===== config.mk =====
export PLATFORM = sky130hd
export DESIGN_NAME = dm_access_ctrl
export DESIGN_NICKNAME = d
export VERILOG_FILES = /design/src/rtl/dm_access_ctrl.sv
export SDC_FILE = /design/constraint.sdc
export NUM_CORES = 1
export LEC_CHECK = 0
export ABC_AREA = 1
export BUFFER_PORTS_ARGS = -buffer_cell sky130_fd_sc_hd__buf_2
export CAP_MARGIN = 25
export CORE_MARGIN = 5
export CORE_UTILIZATION = 40
export CTS_CLUSTER_SIZE = 28
export DETAILED_ROUTE_END_ITERATION = 8
export GPL_ROUTABILITY_DRIVEN = 0
export PLACE_DENSITY = 0.65
export SKIP_LAST_GASP = 1
export SLEW_MARGIN = 20
export SYNTH_ARGS = -nofsm -noshare
export SYNTH_HDL_FRONTEND = slang
export SYNTH_SLANG_ARGS = --single-unit
export TNS_END_PERCENT = 30

===== constraint.sdc =====
create_clock -name Clk -period 3.8 [get_ports Clk]
set_input_delay 0.95 -clock Clk [delete_from_list [all_inputs] [get_ports Clk]]
set_output_delay 0.95 -clock Clk [all_outputs]
set_load 0.02 [all_outputs]

===== src/rtl/dm_access_ctrl.sv =====
// Multi-cycle data-memory initiator: turns byte/half/word loads and stores into
// word accesses (read-modify-write for sub-word stores) and flags bad addresses.
//
// state | meaning
// IDLE  | waiting for req; request fields latched on acceptance
// RD    | DM word read, captured into word_q (loads, SH, SB)
// WR    | single-cycle DM write of the merged or full word
// FAULT | misaligned or out-of-range access, DM left untouched
// DONE  | one-cycle completion pulse, rdata/fault valid
module dm_access_ctrl #(
    parameter int unsigned DM_BYTES = 4096
) (
    input  logic        Clk,
    input  logic        Reset,
    input  logic        req,
    input  logic [2:0]  op,
    input  logic [31:0] addr,
    input  logic [31:0] wdata,
    input  logic [31:0] pc,
    output logic        busy,
    output logic        done,
    output logic [31:0] rdata,
    output logic        fault,
    output logic        dm_re,
    output logic        dm_we,
    output logic [31:0] dm_addr,
    output logic [31:0] dm_wd,
    output logic [31:0] dm_pc,
    input  logic [31:0] dm_rd
);

    localparam logic [2:0] OP_LW  = 3'b000;
    localparam logic [2:0] OP_LH  = 3'b001;
    localparam logic [2:0] OP_LHU = 3'b010;
    localparam logic [2:0] OP_LB  = 3'b011;
    localparam logic [2:0] OP_LBU = 3'b100;
    localparam logic [2:0] OP_SW  = 3'b101;
    localparam logic [2:0] OP_SH  = 3'b110;
    localparam logic [2:0] OP_SB  = 3'b111;

    localparam logic [31:0] DM_LIMIT = 32'(DM_BYTES);

    typedef enum logic [2:0] {
        S_IDLE  = 3'd0,
        S_RD    = 3'd1,
        S_WR    = 3'd2,
        S_FAULT = 3'd3,
        S_DONE  = 3'd4
    } state_t;

    state_t      state_q;
    state_t      state_d;

    logic [2:0]  op_q;
    logic [31:0] addr_q;
    logic [31:0] wdata_q;
    logic [31:0] pc_q;
    logic [31:0] word_q;
    logic [31:0] rdata_q;
    logic        fault_q;

    logic        req_misaligned;
    logic        req_fault;
    logic        op_q_is_load;
    logic [15:0] rd_half;
    logic [7:0]  rd_byte;
    logic [31:0] load_result;
    logic [31:0] merged_word;

    // Request classification on the incoming (not yet latched) fields
    always_comb begin
        req_misaligned = 1'b0;
        case (op)
            OP_LW, OP_SW:         req_misaligned = (addr[1:0] != 2'b00);
            OP_LH, OP_LHU, OP_SH: req_misaligned = addr[0];
            default:              req_misaligned = 1'b0;
        endcase
    end

    assign req_fault    = req_misaligned || (addr >= DM_LIMIT);
    assign op_q_is_load = (op_q <= OP_LBU);

    // State register
    always_ff @(posedge Clk) begin
        if (Reset) begin
            state_q <= S_IDLE;
        end else begin
            state_q <= state_d;
        end
    end

    // Next-state logic
    always_comb begin
        state_d = state_q;
        case (state_q)
            S_IDLE: begin
                if (req) begin
                    if (req_fault) begin
                        state_d = S_FAULT;
                    end else if (op == OP_SW) begin
                        state_d = S_WR;
                    end else begin
                        state_d = S_RD;
                    end
                end
            end
            S_RD:    state_d = op_q_is_load ? S_DONE : S_WR;
            S_WR:    state_d = S_DONE;
            S_FAULT: state_d = S_DONE;
            S_DONE:  state_d = S_IDLE;
            default: state_d = S_IDLE;
        endcase
    end

    // Output logic; strobes are gated so nothing fires during a reset cycle
    always_comb begin
        busy  = (state_q != S_IDLE);
        done  = (state_q == S_DONE) && !Reset;
        fault = (state_q == S_DONE) && !Reset && fault_q;
        dm_re = (state_q == S_RD) && !Reset;
        dm_we = (state_q == S_WR) && !Reset;
        dm_wd = dm_we ? merged_word : 32'h0;
    end

    assign dm_addr = {addr_q[31:2], 2'b00};
    assign dm_pc   = pc_q;
    assign rdata   = rdata_q;

    // Lane extraction straight from the DM read word so the result is ready at DONE
    assign rd_half = addr_q[1] ? dm_rd[31:16] : dm_rd[15:0];
    assign rd_byte = dm_rd[{addr_q[1:0], 3'b000} +: 8];

    always_comb begin
        load_result = 32'h0;
        case (op_q)
            OP_LW:   load_result = dm_rd;
            OP_LH:   load_result = {{16{rd_half[15]}}, rd_half};
            OP_LHU:  load_result = {16'h0, rd_half};
            OP_LB:   load_result = {{24{rd_byte[7]}}, rd_byte};
            OP_LBU:  load_result = {24'h0, rd_byte};
            default: load_result = 32'h0;
        endcase
    end

    always_comb begin
        merged_word = word_q;
        case (op_q)
            OP_SW:   merged_word = wdata_q;
            OP_SH:   merged_word[{addr_q[1], 4'b0000} +: 16] = wdata_q[15:0];
            OP_SB:   merged_word[{addr_q[1:0], 3'b000} +: 8] = wdata_q[7:0];
            default: merged_word = word_q;
        endcase
    end

    // Request latch and read/result datapath
    always_ff @(posedge Clk) begin
        if (Reset) begin
            op_q    <= OP_LW;
            addr_q  <= 32'h0;
            wdata_q <= 32'h0;
            pc_q    <= 32'h0;
            word_q  <= 32'h0;
            rdata_q <= 32'h0;
            fault_q <= 1'b0;
        end else begin
            case (state_q)
                S_IDLE: begin
                    if (req) begin
                        op_q    <= op;
                        addr_q  <= addr;
                        wdata_q <= wdata;
                        pc_q    <= pc;
                        fault_q <= req_fault;
                    end
                end
                S_RD: begin
                    word_q <= dm_rd;
                    if (op_q_is_load) begin
                        rdata_q <= load_result;
                    end
                end
                S_WR, S_FAULT: begin
                    rdata_q <= 32'h0;
                end
                default: begin
                end
            endcase
        end
    end

endmodule


### Yosys cells after proc, flatten, opt, wreduce, memory -nomap -nowiden

Cells that the tools add are included.

| word-level totals | value |
|---|---|
| flip-flop bits (word level) | 167 |
| bits of input ports | 134 |
| output and inout bits | 133 |
| logic and storage cells | 65 |

| operators by class | value |
|---|---|
| add/subtract/negate cells | 2 |
| $lt $le $gt $ge | 2 |
| eq/ne operators | 17 |
| shift-type cells | 5 |
| mux-type cells | 14 |
| reductions and logical operators | 17 |

Operator list:

| kind | count |
|---|---|
| 32-bit case mux with 5 select lines | 1 |
| 32-bit case mux with 3 select lines | 1 |
| 32-bit bitwise mux | 2 |
| 32-bit 2-to-1 mux | 2 |
| 32-bit case mux with 2 select lines | 1 |
| 32-bit by 13-bit >= comparator with 1-bit output, second input constant | 1 |
| 16-bit by 7-bit variable shift with 32-bit output, first input constant | 1 |
| 8-bit by 7-bit variable shift with 32-bit output, first input constant | 1 |
| 16-bit by 7-bit variable part select with 32-bit output | 1 |
| 32-bit by 6-bit variable part select with 8-bit output | 1 |
| 8-bit by 7-bit variable part select with 32-bit output | 1 |
| 3-bit equality test, second input constant | 7 |
| 16-bit 2-to-1 mux | 1 |
| 3-bit by 2-bit equality test with 1-bit output, second input constant | 5 |
| 5-bit negation with 7-bit output | 2 |
| 3-bit by 1-bit equality test with 1-bit output, second input constant | 3 |
| 3-bit zero test | 3 |
| 3-bit case mux with 3 select lines | 1 |
| 3-bit 2-to-1 mux | 2 |
| 1-bit logical AND | 4 |
| 2-bit 2-to-1 mux | 2 |
| 2-bit inequality test, second input constant | 2 |
| 2-bit AND reduction | 2 |
| 2-bit nonzero test | 2 |
| 7 further kinds | 8 |

### Longest topological paths before layout

| depth | value |
|---|---|
| depth in word-level cells | 7 |
| depth in mapped cells | 12 |
| mapped depth without buffers | 9 |

### Least setup slack after synthesis

OpenSTA, ideal clock, no wires.

| timing path | value |
|---|---|
| path type | input port to output port |
| from | input Reset |
| to | output dm_wd[0] |
| arrival time | 2461 ps |
| data required time | 2850 ps |
| slack | 389 ps |
| stages | 8 |
| buffers on the path | 3 |
| path through | clkbuf_1 -> inv_1 -> nand2_1 -> nor2_1 -> inv_1 -> clkbuf_1 -> buf_1 -> a21oi_1 |

| between the ends | value |
|---|---|
| word-level cells in the longest chain between the ends | 3 |

Ends and longest elaborated chain:

| item | RTL line | RTL |
|---|---|---|
| start: declaration | 14 | `input logic Reset,` |
| 1-bit zero test | 121 | `dm_we = (state_q == S_WR) && !Reset;` |
| 1-bit logical AND | 121 |  |
| via dm_we | 25 | `output logic dm_we,` |
| 32-bit 2-to-1 mux | 122 | `dm_wd = dm_we ? merged_word : 32'h0;` |
| end: declaration | 27 | `output logic [31:0] dm_wd,` |

The timed path passes the listed nets, and every way through them passes these cells.

### Final worst setup path

| timing path | value |
|---|---|
| from | register addr_q[0] |
| to | output dm_wd[22] |

| between the ends | value |
|---|---|
| word-level cells in the longest chain between the ends | 5 |
| elaborated cells between the ends (all ways) | 6 |
| those cells by class | 1 x add/sub; 2 x shift; 3 x mux |

Ends and longest elaborated chain:

| item | RTL line | RTL |
|---|---|---|
| start: declaration | 55 | `logic [31:0] addr_q;` |
| start signal: assignment | 170 | `addr_q <= addr;` |
| 5-bit negation with 7-bit output * | 150 | `OP_SB: merged_word[{addr_q[1:0], 3'b000} +: 8] = wdata_q[7:0];` |
| 8-bit by 7-bit variable part select with 32-bit output / 8-bit by 7-bit variable shift with 32-bit output (equally long branches) | 150 |  |
| 32-bit bitwise mux * | 150 |  |
| 32-bit case mux with 3 select lines * | 147 | `case (op_q)` |
| 32-bit 2-to-1 mux * | 122 |  |

Mark *: on every way between the ends. The rest lies on a longest branch, timed or not.

==> summary.md <==
| Metric | Value |
|---|---|
| Final-layout setup total negative slack | 0 ps |
| CP endpoint kind | output pin |
| Unrepaired setup endpoints after global routing | no |
| Port Buffers | 264 |
| Number of antenna repair diodes | 0 |
| First-pass iteration count of the detailed router | 5 |
| Number of instances in the synthesized netlist | 1213 |
| Floorplan die width | 153 µm |
| Shortest clock period the worst path allows after layout | 3550 ps |
| Root buf cell | clkbuf_16 |
| Worst slew slack as a fraction of its limit | 39.7% |
| Overflow left after global routing | 0 |
| Average cell area after synthesis | 6.75 µm² |
| Clock latency of the later-clocked register in the worst-skew pair | 420 ps |
| Terminating pin of the worst hold path | addr_q[25] |
| R2R Path Start | addr_q[1] |
| WP data arrival | 2600 ps |
| Overall via count from detail_route | 8536 |
| Total CTS buffers | 17 |
| Synthesized cell area | between 0.008 and 0.009 mm² |
| # nets final | 1542 |
| Count of standard-cell rows | between 50 and 60 |
| Final routed wirelength across all metal layers | 27.7 mm |
| #FFs+latches synth | 167 |
| Hold wc startpoint | addr_q[25] |
| Post-DR vias/cell | 5.06 |
| Post-CTS clock slew at the launch and capture registers of the worst setup and hold paths | 60 ps |
| Area growth syn-to-layout | 22.2% |
| Portion of the post-synthesis area used by sequential elements | 40.9% |
| Wire length per cell | 16.4 µm |
| Cell type with the largest total area after synthesis | dfxtp_1 |
| Most numerous cell types in the synthesized netlist | nand2_1 (363), a21oi_1 (187), dfxtp_1 (167) |
| Post-synthesis async set-or-reset flop share | 0% |
| # IOs | around 270 |
| Routed Antenna Nets | 0 |
| Largest net degree at the start of global routing | 71 |
| Die ar. | 0.0234 mm² |
| Post-Layout Inst Area | ~0.010 mm² |
| DIE HEIGHT | 153 µm |
| PD cells | ~540 mW/mm² |
| Result of the run | complete, no violations |
| Worst Path Max Fanout | 13 |
| Worst hold path class | register to register |
| Number of max-cap violations | 0 |
| Vias in the first global route | 7881 |
| Setup Crit Path Kind | register to output pin |
| Endpoint required time on the critical path | 2850 ps |
| Setup violations, final | 0 |
| Remaining routing DRC violations | 0 |
| Total power after layout | 0.00536 W |
| Post-CTS setup buffer count | 0 |
| Number of buffers between clock root and the deepest sink | 2 |
| Total track usage | 22.6% |
| Starting density of the core | 40.6% |
| CTS tree | done |
| EDFF count, synth | 0 |
| Share of final-layout standard cells stronger than drive strength 1 | 23.9% |
| Least-Margin Pin Slew | about 900 ps |
| Worst Setup Start Kind | register |
| Final hold violation count | 0 |
| DP HPWL | 20.4 mm |
| Leakage power | 4.45 nW |
| Count of cells along the worst hold path | 2 |
| Placeable Area | 0.0202 mm² |
| Initial antenna violation count | 4 |
| First-pass GRT wire length | between 40 and 50 mm |
| Highest attainable clock frequency | approximately 0.28 GHz |
| Number of H-tree branching levels | 4 |
| Primary FF master, synth | dfxtp_1 |
| Number of distinct library cells after synthesis | 32 |
| Detailed router's first-iteration violation count | 609 |
| Placed Area | roughly 0.0094 mm² |
| RR Endpoint | rdata[14] |
| Fin util | around 50% |
| Register-to-register setup slack | 1420 ps |
| Leading cell type by number of instances after synthesis | nand2_1 |
| Cells on worst reg2reg path | 8 |
| Leading cell types by total area after synthesis | dfxtp_1 (41%), nand2_1 (17%), a21oi_1 (11%) |
| Total number of yosys warnings | 0 |
| Pins over their slew limit | 0 |
| Sinks on the clock net | 167 |
| CTS hold repair buffers | 0 |
| VDD IR max | 0.000313 V |
| Share of the synthesized area in the top cell type | 40.9% |
| Setup Skew | approximately 9.2 ps |
| Post-route clock period utilization | a little over 90% |
## what timing repair did
action                                  in CTS  in global routing
resized for setup                            0                  5
hold endpoints to repair                     0                  0
endpoints found under the setup margin       0                 21
## how the worst max path moves through the flow
stage               startpoint        end  depth (start not counted)
detailed placement       Reset   dm_wd[2]                          9
global placement         Reset   dm_wd[1]                          9
floorplan                Reset   dm_wd[0]                          8
global route         addr_q[0]  dm_wd[22]                         11
finish               addr_q[0]  dm_wd[22]                         11
CTS                  addr_q[0]   dm_wd[4]                          9
## cells in the final DEF, fill, tap and decap left out, types with 14 or more instances in the layout
cell and instances:
buf_4 20, o21ai_0 114, nor2_1 76, nand3_1 41
a21oi_1 187, nand2_1 362, o211ai_1 27, a31oi_1 14
inv_1 62, clkbuf_16 17, dfxtp_1 167, buf_2 263
## final cells by class
type,count,area (µm²)
clock inverters,12,115
clock buffers,20,457
well taps,270,338
flip-flops and latches,167,3340
multi-input cells,867,4030
repair buffers,283,1470
fillers,2105,10200
inverters,67,255
## critical path: stages (launching register included)
cell	delay, ps
dfxtp_1	300
buf_4	170
inv_1	270
ha_2	380
clkinvlp_4	280
nand2_1	110
o21ai_0	80
o21ai_0	90
o21ai_0	140
o21ai_0	170
inv_1	50
buf_2	150
## state kept, by name, summed over array words and instances (netlist names)
signal	flops
word_q	32
fault_q	1
wdata_q	32
state_q	3
addr_q	32
op_q	3
dm_pc	32
rdata	32
## stage by stage
stage	std cells	setup slack [ps]	hold WS (ps)
5_1_grt	1686	28.7	476
4_1_cts	1686	125	463
3_5_place_dp	1654	436	452
6_report	1686	246	460
3_3_place_gp	1654	515	449
2_1_floorplan	1214	389	430
## layer usage
metal  routed length, µm  share of wire (%)  global-route usage [%]  up-vias
met2               12200                 44                    34.1      332
met5                  53               0.19                       0        -
li1                    -                  -                       -     4336
met1               12700                 46                    32.1     3838
met4                 262               0.95                    4.58        8
met3                2440                8.8                    6.98       22
## kinds of logic after synthesis
group	synth area share, %
buffers and inverters	10.3
AO/OA/AOI/OAI	23.6
other	0.0458
flip-flops	40.9
AND/OR/NAND/NOR	24.5
adder cells (fa/ha/maj)	0.765
## report_power, final
part	total, W	internal [W]	switching [W]
logic	0.00154	0.000475	0.00107
clock network	0.00168	0.000947	0.000737
registers	0.00213	0.00197	0.000156
Note: power is estimated with default switching activity, not from simulation.
